===== src/rtl/trainer_truth_table_sequencer.sv =====
// Purpose : sweeps a/b through 00,01,10,11 into a downstream gate unit, captures
//           the returned y_in as a 4-bit truth table and grades it against gate_sel.
// Latency : 4*(SETTLE_CYCLES+2)+1 cycles from leaving IDLE to the done pulse.
// Backpressure: none; start edges are ignored while busy, ena=0 aborts a sweep.
// Ports   : clk/rst (async active-high), ena, start (async level), gate_sel[2:0], y_in;
//           a_out/b_out/sel_out[2:0] to the gate unit, busy, done (1-cycle pulse),
//           table_out[3:0] (bit index {a,b}), pass/fail (verdict of last sweep).
module trainer_truth_table_sequencer #(
  parameter int SETTLE_CYCLES = 2
) (
  input  logic       clk,
  input  logic       rst,
  input  logic       ena,
  input  logic       start,
  input  logic [2:0] gate_sel,
  input  logic       y_in,
  output logic       a_out,
  output logic       b_out,
  output logic [2:0] sel_out,
  output logic       busy,
  output logic       done,
  output logic [3:0] table_out,
  output logic       pass,
  output logic       fail
);

  typedef enum logic [2:0] {IDLE, DRIVE, SETTLE, SAMPLE, CHECK} state_t;

  state_t     state_q, state_d;
  logic       sync1_q, sync1_d, sync2_q, sync2_d, prev_q, prev_d;
  logic       rdy_q, rdy_d, armed_q, armed_d;
  logic [1:0] idx_q, idx_d;
  logic [3:0] cnt_q, cnt_d;
  logic       a_q, a_d, b_q, b_d, busy_q, busy_d, done_q, done_d;
  logic       pass_q, pass_d, fail_q, fail_d;
  logic [2:0] sel_q, sel_d;
  logic [3:0] table_q, table_d;
  logic [3:0] exp_table;
  logic [1:0] idx_nxt;
  logic       start_edge;

  // Expected truth tables, bit index {a,b}.
  always_comb begin
    exp_table = 4'b0000;
    case (sel_q)
      3'b000:  exp_table = 4'b1000;
      3'b001:  exp_table = 4'b1110;
      3'b010:  exp_table = 4'b0011;
      3'b011:  exp_table = 4'b0111;
      3'b100:  exp_table = 4'b0001;
      3'b101:  exp_table = 4'b0110;
      3'b110:  exp_table = 4'b1001;
      default: exp_table = 4'b0000;
    endcase
  end

  // armed_q only sets once the synchronised start has been seen low after reset,
  // so a button held through reset release cannot launch a sweep.
  assign start_edge = armed_q & sync2_q & ~prev_q;
  assign idx_nxt    = idx_q + 2'd1;

  always_comb begin
    state_d = state_q;
    sync1_d = start;
    sync2_d = sync1_q;
    prev_d  = sync2_q;
    rdy_d   = 1'b1;
    armed_d = armed_q | (rdy_q & ~sync1_q);
    idx_d   = idx_q;
    cnt_d   = cnt_q;
    a_d     = a_q;
    b_d     = b_q;
    done_d  = 1'b0;
    pass_d  = pass_q;
    fail_d  = fail_q;
    sel_d   = sel_q;
    table_d = table_q;

    case (state_q)
      IDLE: begin
        a_d = 1'b0;
        b_d = 1'b0;
        if (ena && start_edge) begin
          state_d = DRIVE;
          idx_d   = 2'd0;
          table_d = 4'b0000;
          pass_d  = 1'b0;
          fail_d  = 1'b0;
          sel_d   = gate_sel;
        end
      end
      DRIVE: begin
        state_d = SETTLE;
        cnt_d   = 4'(SETTLE_CYCLES - 1);
      end
      SETTLE: begin
        if (cnt_q == 4'd0) state_d = SAMPLE;
        else               cnt_d   = cnt_q - 4'd1;
      end
      SAMPLE: begin
        table_d[idx_q] = y_in;
        if (idx_q == 2'd3) begin
          state_d = CHECK;
          a_d     = 1'b0;
          b_d     = 1'b0;
        end else begin
          state_d = DRIVE;
          idx_d   = idx_nxt;
          a_d     = idx_nxt[1];
          b_d     = idx_nxt[0];
        end
      end
      CHECK: begin
        state_d = IDLE;
        done_d  = 1'b1;
        // Reserved code 111 always fails, whatever table came back.
        pass_d  = (sel_q != 3'b111) && (table_q == exp_table);
        fail_d  = ~((sel_q != 3'b111) && (table_q == exp_table));
      end
      default: state_d = IDLE;
    endcase

    // Dropping ena mid-sweep abandons it silently and wipes the partial result.
    if (state_q != IDLE && !ena) begin
      state_d = IDLE;
      done_d  = 1'b0;
      a_d     = 1'b0;
      b_d     = 1'b0;
      cnt_d   = 4'd0;
      table_d = 4'b0000;
      pass_d  = 1'b0;
      fail_d  = 1'b0;
    end

    busy_d = (state_d != IDLE);
  end

  always_ff @(posedge clk or posedge rst) begin
    if (rst) begin
      state_q <= IDLE;
      sync1_q <= 1'b0;
      sync2_q <= 1'b0;
      prev_q  <= 1'b0;
      rdy_q   <= 1'b0;
      armed_q <= 1'b0;
      idx_q   <= 2'd0;
      cnt_q   <= 4'd0;
      a_q     <= 1'b0;
      b_q     <= 1'b0;
      busy_q  <= 1'b0;
      done_q  <= 1'b0;
      pass_q  <= 1'b0;
      fail_q  <= 1'b0;
      sel_q   <= 3'b000;
      table_q <= 4'b0000;
    end else begin
      state_q <= state_d;
      sync1_q <= sync1_d;
      sync2_q <= sync2_d;
      prev_q  <= prev_d;
      rdy_q   <= rdy_d;
      armed_q <= armed_d;
      idx_q   <= idx_d;
      cnt_q   <= cnt_d;
      a_q     <= a_d;
      b_q     <= b_d;
      busy_q  <= busy_d;
      done_q  <= done_d;
      pass_q  <= pass_d;
      fail_q  <= fail_d;
      sel_q   <= sel_d;
      table_q <= table_d;
    end
  end

  assign a_out     = a_q;
  assign b_out     = b_q;
  assign sel_out   = sel_q;
  assign busy      = busy_q;
  assign done      = done_q;
  assign table_out = table_q;
  assign pass      = pass_q;
  assign fail      = fail_q;

endmodule


===== config.mk =====
export PLATFORM = sky130hd
export DESIGN_NAME = trainer_truth_table_sequencer
export DESIGN_NICKNAME = d
export VERILOG_FILES = /design/src/rtl/trainer_truth_table_sequencer.sv
export SDC_FILE = /design/constraint.sdc
export NUM_CORES = 1
export LEC_CHECK = 0
export ABC_AREA = 1
export BUFFER_PORTS_ARGS = -buffer_cell sky130_fd_sc_hd__buf_2
export CORE_UTILIZATION = 60
export CTS_BUF_LIST = sky130_fd_sc_hd__clkbuf_2 sky130_fd_sc_hd__clkbuf_4 sky130_fd_sc_hd__clkbuf_8
export DETAILED_ROUTE_END_ITERATION = 8
export GPL_TIMING_DRIVEN = 0
export PLACE_DENSITY = 0.84
export SLEW_MARGIN = 20
export SYNTH_ARGS = -nofsm -noshare
export SYNTH_HDL_FRONTEND = slang
export SYNTH_SLANG_ARGS = --single-unit

===== constraint.sdc =====
create_clock -name clk -period 3.53 [get_ports clk]
set_input_delay 0.353 -clock clk [delete_from_list [all_inputs] [get_ports clk]]
set_output_delay 0.353 -clock clk [all_outputs]
set_load 0.02 [all_outputs]

==> results of run 1 <==
[per-layer routing]
metal	track usage	up-vias	wire, µm
met3	0.0370	3	74
met4	0.100	0	30
met1	0.312	523	1180
met2	0.402	24	1240
li1	-	579	-
met5	0	-	0
[cell type report]
class | count | area (µm²) | area share
clock buffer | 4 | 30.0 | 0.0198
inverter | 29 | 109 | 0.0718
multi-input combinational | 113 | 568 | 0.375
sequential | 27 | 676 | 0.446
tap | 27 | 33.8 | 0.0223
timing repair buffer | 20 | 100 | 0.0660
[worst max-delay path by stage]
stage / slack, ns / endpoint
global placement: 2.22 / cnt_q[1]
detailed placement: 2.16 / cnt_q[1]
finish: 2.11 / cnt_q[1]
CTS: 2.13 / cnt_q[1]
floorplan: 2.32 / cnt_q[0]
global route: 2.00 / cnt_q[0]
[metrics by stage]
step | instances | instance area [µm²] | hold WS (ns) | setup slack, ns
after floorplan | 169 | 1350 | 0.354 | 2.32
after global placement | 216 | 1490 | 0.356 | 2.22
after detailed placement | 216 | 1490 | 0.363 | 2.16
after CTS | 220 | 1520 | 0.116 | 2.13
after global routing | 220 | 1520 | 0.104 | 2.00
final | 220 | 1520 | 0.0877 | 2.11
[state kept, by name, summed over array words and instances (netlist names), 2 cells and up]
register and cells:
idx_q 2, sel_out 3, state_q 3, table_out 4
cnt_q 4
[worst max-delay path, stage by stage, from the launching register on]
cell and delay (ns):
dfrtp_1 0.39, inv_1 0.15, ha_1 0.18, nand3_1 0.10, nor2_1 0.13, inv_1 0.07, nand2_1 0.11, nand2_1 0.08
o21ai_1 0.14
[synth_stat cells]
| library cell | number | area (µm²) |
|---|---|---|
| nand2_1 | 48 | 180 |
| dfrtp_1 | 27 | 676 |
| inv_1 | 27 | 101 |
| nor2_1 | 15 | 56.3 |
| nand3_1 | 13 | 65.1 |
| o21ai_0 | 8 | 40.0 |
| ha_1 | 6 | 75.1 |
| nand4_1 | 5 | 31.3 |
| a21oi_1 | 4 | 20.0 |
| inv_2 | 2 | 7.51 |
| nand3_2 | 2 | 20.0 |
| o21ai_1 | 2 | 10.0 |
| conb_1 | 1 | 3.75 |
| nand2_2 | 1 | 6.26 |
| nor3_1 | 1 | 5.00 |
| nor3_2 | 1 | 10.0 |
| o21ai_2 | 1 | 8.76 |
| o21bai_1 | 1 | 7.51 |
| o22ai_1 | 1 | 6.26 |
| o31ai_1 | 1 | 7.51 |
| or2_2 | 1 | 6.26 |
| xnor2_1 | 1 | 8.76 |
[where the power goes]
group,switching [mW],internal (mW),total (mW)
combinational,0.278,0.136,0.414
sequential,0.0443,0.365,0.410
clock,0.0853,0.0520,0.137
[cell families (layout without fill, tap and decap cells)]
group	after synthesis	in the layout	synth area share
and+or+nand+nor	87	87	0.281
xor gates and xnor gates	1	1	0.00648
other	1	1	0.00277
DFF	27	27	0.500
AOI/OAI and AO/OA	18	18	0.0740
buffers and inverters	29	53	0.0805
adders and majority gates	6	6	0.0555
[cells in the final DEF, fill, tap and decap left out, drive strengths merged]
master  count
clkbuf      4
o21ai      11
nor2       15
or2         1
o22ai       1
clkinv      1
a21oi       4
nand2      49
buf        20
conb        1
o21bai      1
inv        28
nand3      15
xnor2       1
ha          6
o31ai       1
nand4       5
dfrtp      27
nor3        2
==> impl_results.md, run 1 <==
* Num CTS Buffers at 3
* Status: complete, no violations
* Worst setup path start: cnt_q[0]
* Final setup violation count at 0
* First-pass GRT wire length at 4370 µm
* Reg2Reg Capture Point: cnt_q[1]
* Cell count after synthesis at 169
* Min-Delay Path Class: in -> async
* Final Cycle Share at 0.402
* Fraction of layout instances using a drive strength above 1 at 0.166
* CTS sink count at 27
* RSZ-0062 raised after global routing: false
* Antenna-violating nets left at 0
* Max Fanout on Critical Path at 6
* Final hold violation count at 0
* NumNets Final at 208
* Total gr overflow at 0
* CP Launch Type: register
* Final HPWL DP at 1970 µm
* PD cells at 634 mW/mm²
* Initial antenna violation count at 0
* Number of max-cap violations at 0
* Seq/Total Area, Yosys at 0.500
* DIE HEIGHT at 49.5 µm
* Worst EP arrival at 1.68 ns
* Post-CTS Setup Repair Bufs at 0
* Flop2flop setup slack at 2.11 ns
* Top Ports at 21
* Reg-to-Reg Start: cnt_q[0]
* Die width at 49.5 µm
* Leak at 0.849 nW
* Post-cts hold buffer count at 0
* Worst slew margin at 0.399
* Gr usage total at 0.240
* PostCTS Resize Cnt at 0
* Final core utilization at 0.743
* Overall Power at 0.961 mW
* Maximum vdd ir drop at 0.450 mV
* CTS Root Cell: clkbuf_4
* Port Buffers at 20
* Die area at 0.00245 mm²
* # rows at 16
* Via density per instance at 5.13
* Routed vias at 1129
* Routed WL at 2530 µm
* Net Count, Synth at 183
* Area grow syn2layout at 12.1%
* Core area at 0.00204 mm²
* H-tree depth at 1
* CP endpoint kind: register
* Routed len/inst at 11.5 µm
* Initial Util at 0.662
* Worst-Margin Slew at 0.896 ns
* Placer Congestion at 0.845
* Required @ worst endpoint at 3.79 ns
* Fmax at 0.705 GHz
* Clock Path Buffers at 2
* First DRT Iteration DRCs at 27
* Ant. Diodes at 0
* Clock slew at reported path FFs at 0.13 ns
* Clk_skew at 0.00189 ns
* Mean Syn Cell Area at 8.00 µm²
* Worst r2r path cells at 8
* CP Class: reg -> reg
* Pin count of the biggest net entering global routing at 28
* Distinct cell type count after synthesis at 22
* Later-pin clock latency in the skew report at 0.32 ns
* Tmin final at 1.42 ns
* Filler instances at 166
* DRC errors left at 0
* Synthesized area at 0.00135 mm²
* Max Slew Vio Count at 0
* CTS tree: yes
* FF+latch count, synth at 27
* Vias in the first global route at 1043
* TritonRoute pass-1 iters at 4
* Total negative setup slack at 0 ns
* Synthesis Warnings at 0
Power figures use the tool's default switching activity.
==> run 2, diff against run 1 <==
--- a/config.mk
+++ b/config.mk
@@ -7,11 +7,11 @@
 export LEC_CHECK = 0
 export ABC_AREA = 1
 export BUFFER_PORTS_ARGS = -buffer_cell sky130_fd_sc_hd__buf_2
-export CORE_UTILIZATION = 60
+export CORE_UTILIZATION = 58
 export CTS_BUF_LIST = sky130_fd_sc_hd__clkbuf_2 sky130_fd_sc_hd__clkbuf_4 sky130_fd_sc_hd__clkbuf_8
 export DETAILED_ROUTE_END_ITERATION = 8
 export GPL_TIMING_DRIVEN = 0
-export PLACE_DENSITY = 0.84
+export PLACE_DENSITY = 0.81
 export SLEW_MARGIN = 20
 export SYNTH_ARGS = -nofsm -noshare
 export SYNTH_HDL_FRONTEND = slang
==> constraint.sdc (replaced) <==
create_clock -name clk -period 1.4 [get_ports clk]
set_input_delay 0.14 -clock clk [delete_from_list [all_inputs] [get_ports clk]]
set_output_delay 0.14 -clock clk [all_outputs]
set_load 0.02 [all_outputs]
==> impl_results.md, run 2 (synthesis results as in run 1) <==
* Status: complete, no violations
* Fmax at 0.741 GHz
* PD cells at 1630 mW/mm²
* DRC errors left at 0
* Number of max-cap violations at 0
* Port Buffers at 20
* Die width at 50.3 µm
* Fraction of layout instances using a drive strength above 1 at 0.251
* Core area at 0.00221 mm²
* Num CTS Buffers at 3
* Clock slew at reported path FFs at 0.14 ns
* Comb pwr share at 0.465
* Vias in the first global route at 1114
* DIE HEIGHT at 50.3 µm
* Clock Path Buffers at 2
* Gr usage total at 0.242
* Initial Util at 0.611
* Worst-Margin Slew at 0.940 ns
* Initial antenna violation count at 0
* Slowest CP cell: dfrtp_1
* Maximum vdd ir drop at 1.02 mV
* Final setup violation count at 0
* Max Slew Vio Count at 0
* Global Route met2 Usage at 0.418
* Antenna-violating nets left at 0
* Final core utilization at 0.729
* Min-Delay Path Class: in -> reg
* Final hold violation count at 0
* Worst EP arrival at 1.59 ns
* First DRT Iteration DRCs at 31
* Later-pin clock latency in the skew report at 0.34 ns
* Leak at 0.880 nW
* Routed WL at 2770 µm
* Final Cycle Share at 0.964
* Int Power at 1.50 mW
* Total gr overflow at 0
* Via density per instance at 5.23
* First-pass GRT wire length at 4570 µm
* Sw frac at 0.432
* Routed len/inst at 12.2 µm
* Leading cell type in the layout, fill and taps excluded: nand2_1
* Largest delay contributor family on the critical path: flip-flops
* Clock Power Share at 0.138
* CTS tree: yes
* Seq pwr share at 0.398
* CTS sink count at 27
* Final HPWL DP at 1860 µm
* Clk_skew at 0.0114 ns
* Crit-path max cell delay at 0.39 ns
* Multi-input gate area at 611 µm²
* Ant. Diodes at 0
* Min setup slack post-route at 0.0508 ns
* H-tree depth at 1
* Commonest non-fill, non-tap cells in the layout: nand2_1 (45), dfrtp_1 (26), inv_1 (23)
* Grt peak-use layer: met2
* CP Class: reg -> reg
* Tmin final at 1.35 ns
* Worst slew margin at 0.370
* Pin count of the biggest net entering global routing at 28
* # rows at 17
* NumNets Final at 214
* CP Launch Type: register
* CP endpoint kind: register
* TritonRoute pass-1 iters at 4
* Die area at 0.00253 mm²
* CP Cell Sequence: inv_2 > buf_4 > ha_1 > xnor2_1 > nor2_1 > nand3_1 > o21ai_1
* Pre-CTS WS at 0.0187 ns
* FF+latch area at 677 µm²
* Required @ worst endpoint at 1.64 ns
* Top Ports at 21
* Area grow syn2layout at 19.1%
* Met3 Usage GRT at 0.0273
* CTS Root Cell: clkbuf_4
* Placer Congestion at 0.880
* Routed vias at 1187
* Max Fanout on Critical Path at 6
* GR Util met1 at 0.303
* Filler instances at 167
* P_sw at 1.14 mW
* Number of buffers and inverters on the critical path at 2
* RSZ-0062 raised after global routing: true
==> run 2: cell count changes in the layout (fill, tap and decap cells not counted), moves of 3 or more <==
cell and delta:
nand3_1 -3, inv_2 +3, nor2_2 +3, nand3_2 +3
nor2_1 -3, nand2_2 +3, buf_4 +4, nand2_1 -3
inv_1 -3
==> run 2: path summary, 6_finish.rpt <==
path	start	endpoint	slack (ns)	cells past startpoint
max in group asynchronous	rst	state_q[1]	0.52	3
min in group asynchronous	rst	table_out[0]	0.42	3
setup reg to reg	cnt_q[0]	cnt_q[2]	0.05	7
setup / recovery	cnt_q[0]	cnt_q[2]	0.05	7
hold / removal	gate_sel[1]	sel_out[1]	0.05	3
hold reg to reg	sync1_q	prev_d	0.39	0
==> run 2: per-layer routing <==
layer	routed length [µm]	vias up
met5	0	-
met2	1300	41
li1	-	596
met4	76	0
met3	113	7
met1	1280	543
==> run 2: stage by stage <==
step	TNS (ns)	instances	power [mW]	hold WS (ns)	cell area (µm²)
2_1_floorplan	0	169	1.82	0.171	1350
3_3_place_gp	0	217	2.03	0.250	1490
3_5_place_dp	0	217	2.08	0.255	1490
4_1_cts	0	222	2.45	0.0323	1530
5_1_grt	-0.149	227	2.84	0.0601	1610
6_report	0	227	2.63	0.0494	1610
==> run 2: layout make-up <==
class / instances / share of cell area
Timing Repair Buffer: 26 / 0.0932
Inverter: 29 / 0.0675
Tap cell: 28 / 0.0217
Multi-Input combinational cell: 113 / 0.379
Clock buffer: 4 / 0.0186
Sequential cell: 27 / 0.420
==> run 2: power groups by stage <==
stage	registers, mW	logic (mW)	clock network, mW
floorplan	1.12	0.703	0
global placement	1.04	0.989	0
detailed placement	1.05	1.02	0
CTS	1.04	1.03	0.375
global route	1.07	1.38	0.391
finish	1.05	1.22	0.362
==> run 2: tightest hold or removal path: stages <==
cell	delay (ns)
buf_2	0.07
nor2_1	0.03
a21oi_1	0.11
==> run 2: what timing repair did <==
| item | 4_1_cts | 5_1_grt |
|---|---|---|
| pin swaps | 0 | 2 |
| resized for setup | 1 | 14 |
| setup buffers | 0 | 4 |
| hold buffers | 1 | 1 |
| endpoints found under the setup margin | 1 | 13 |
| endpoints found under the hold margin | 1 | 27 |
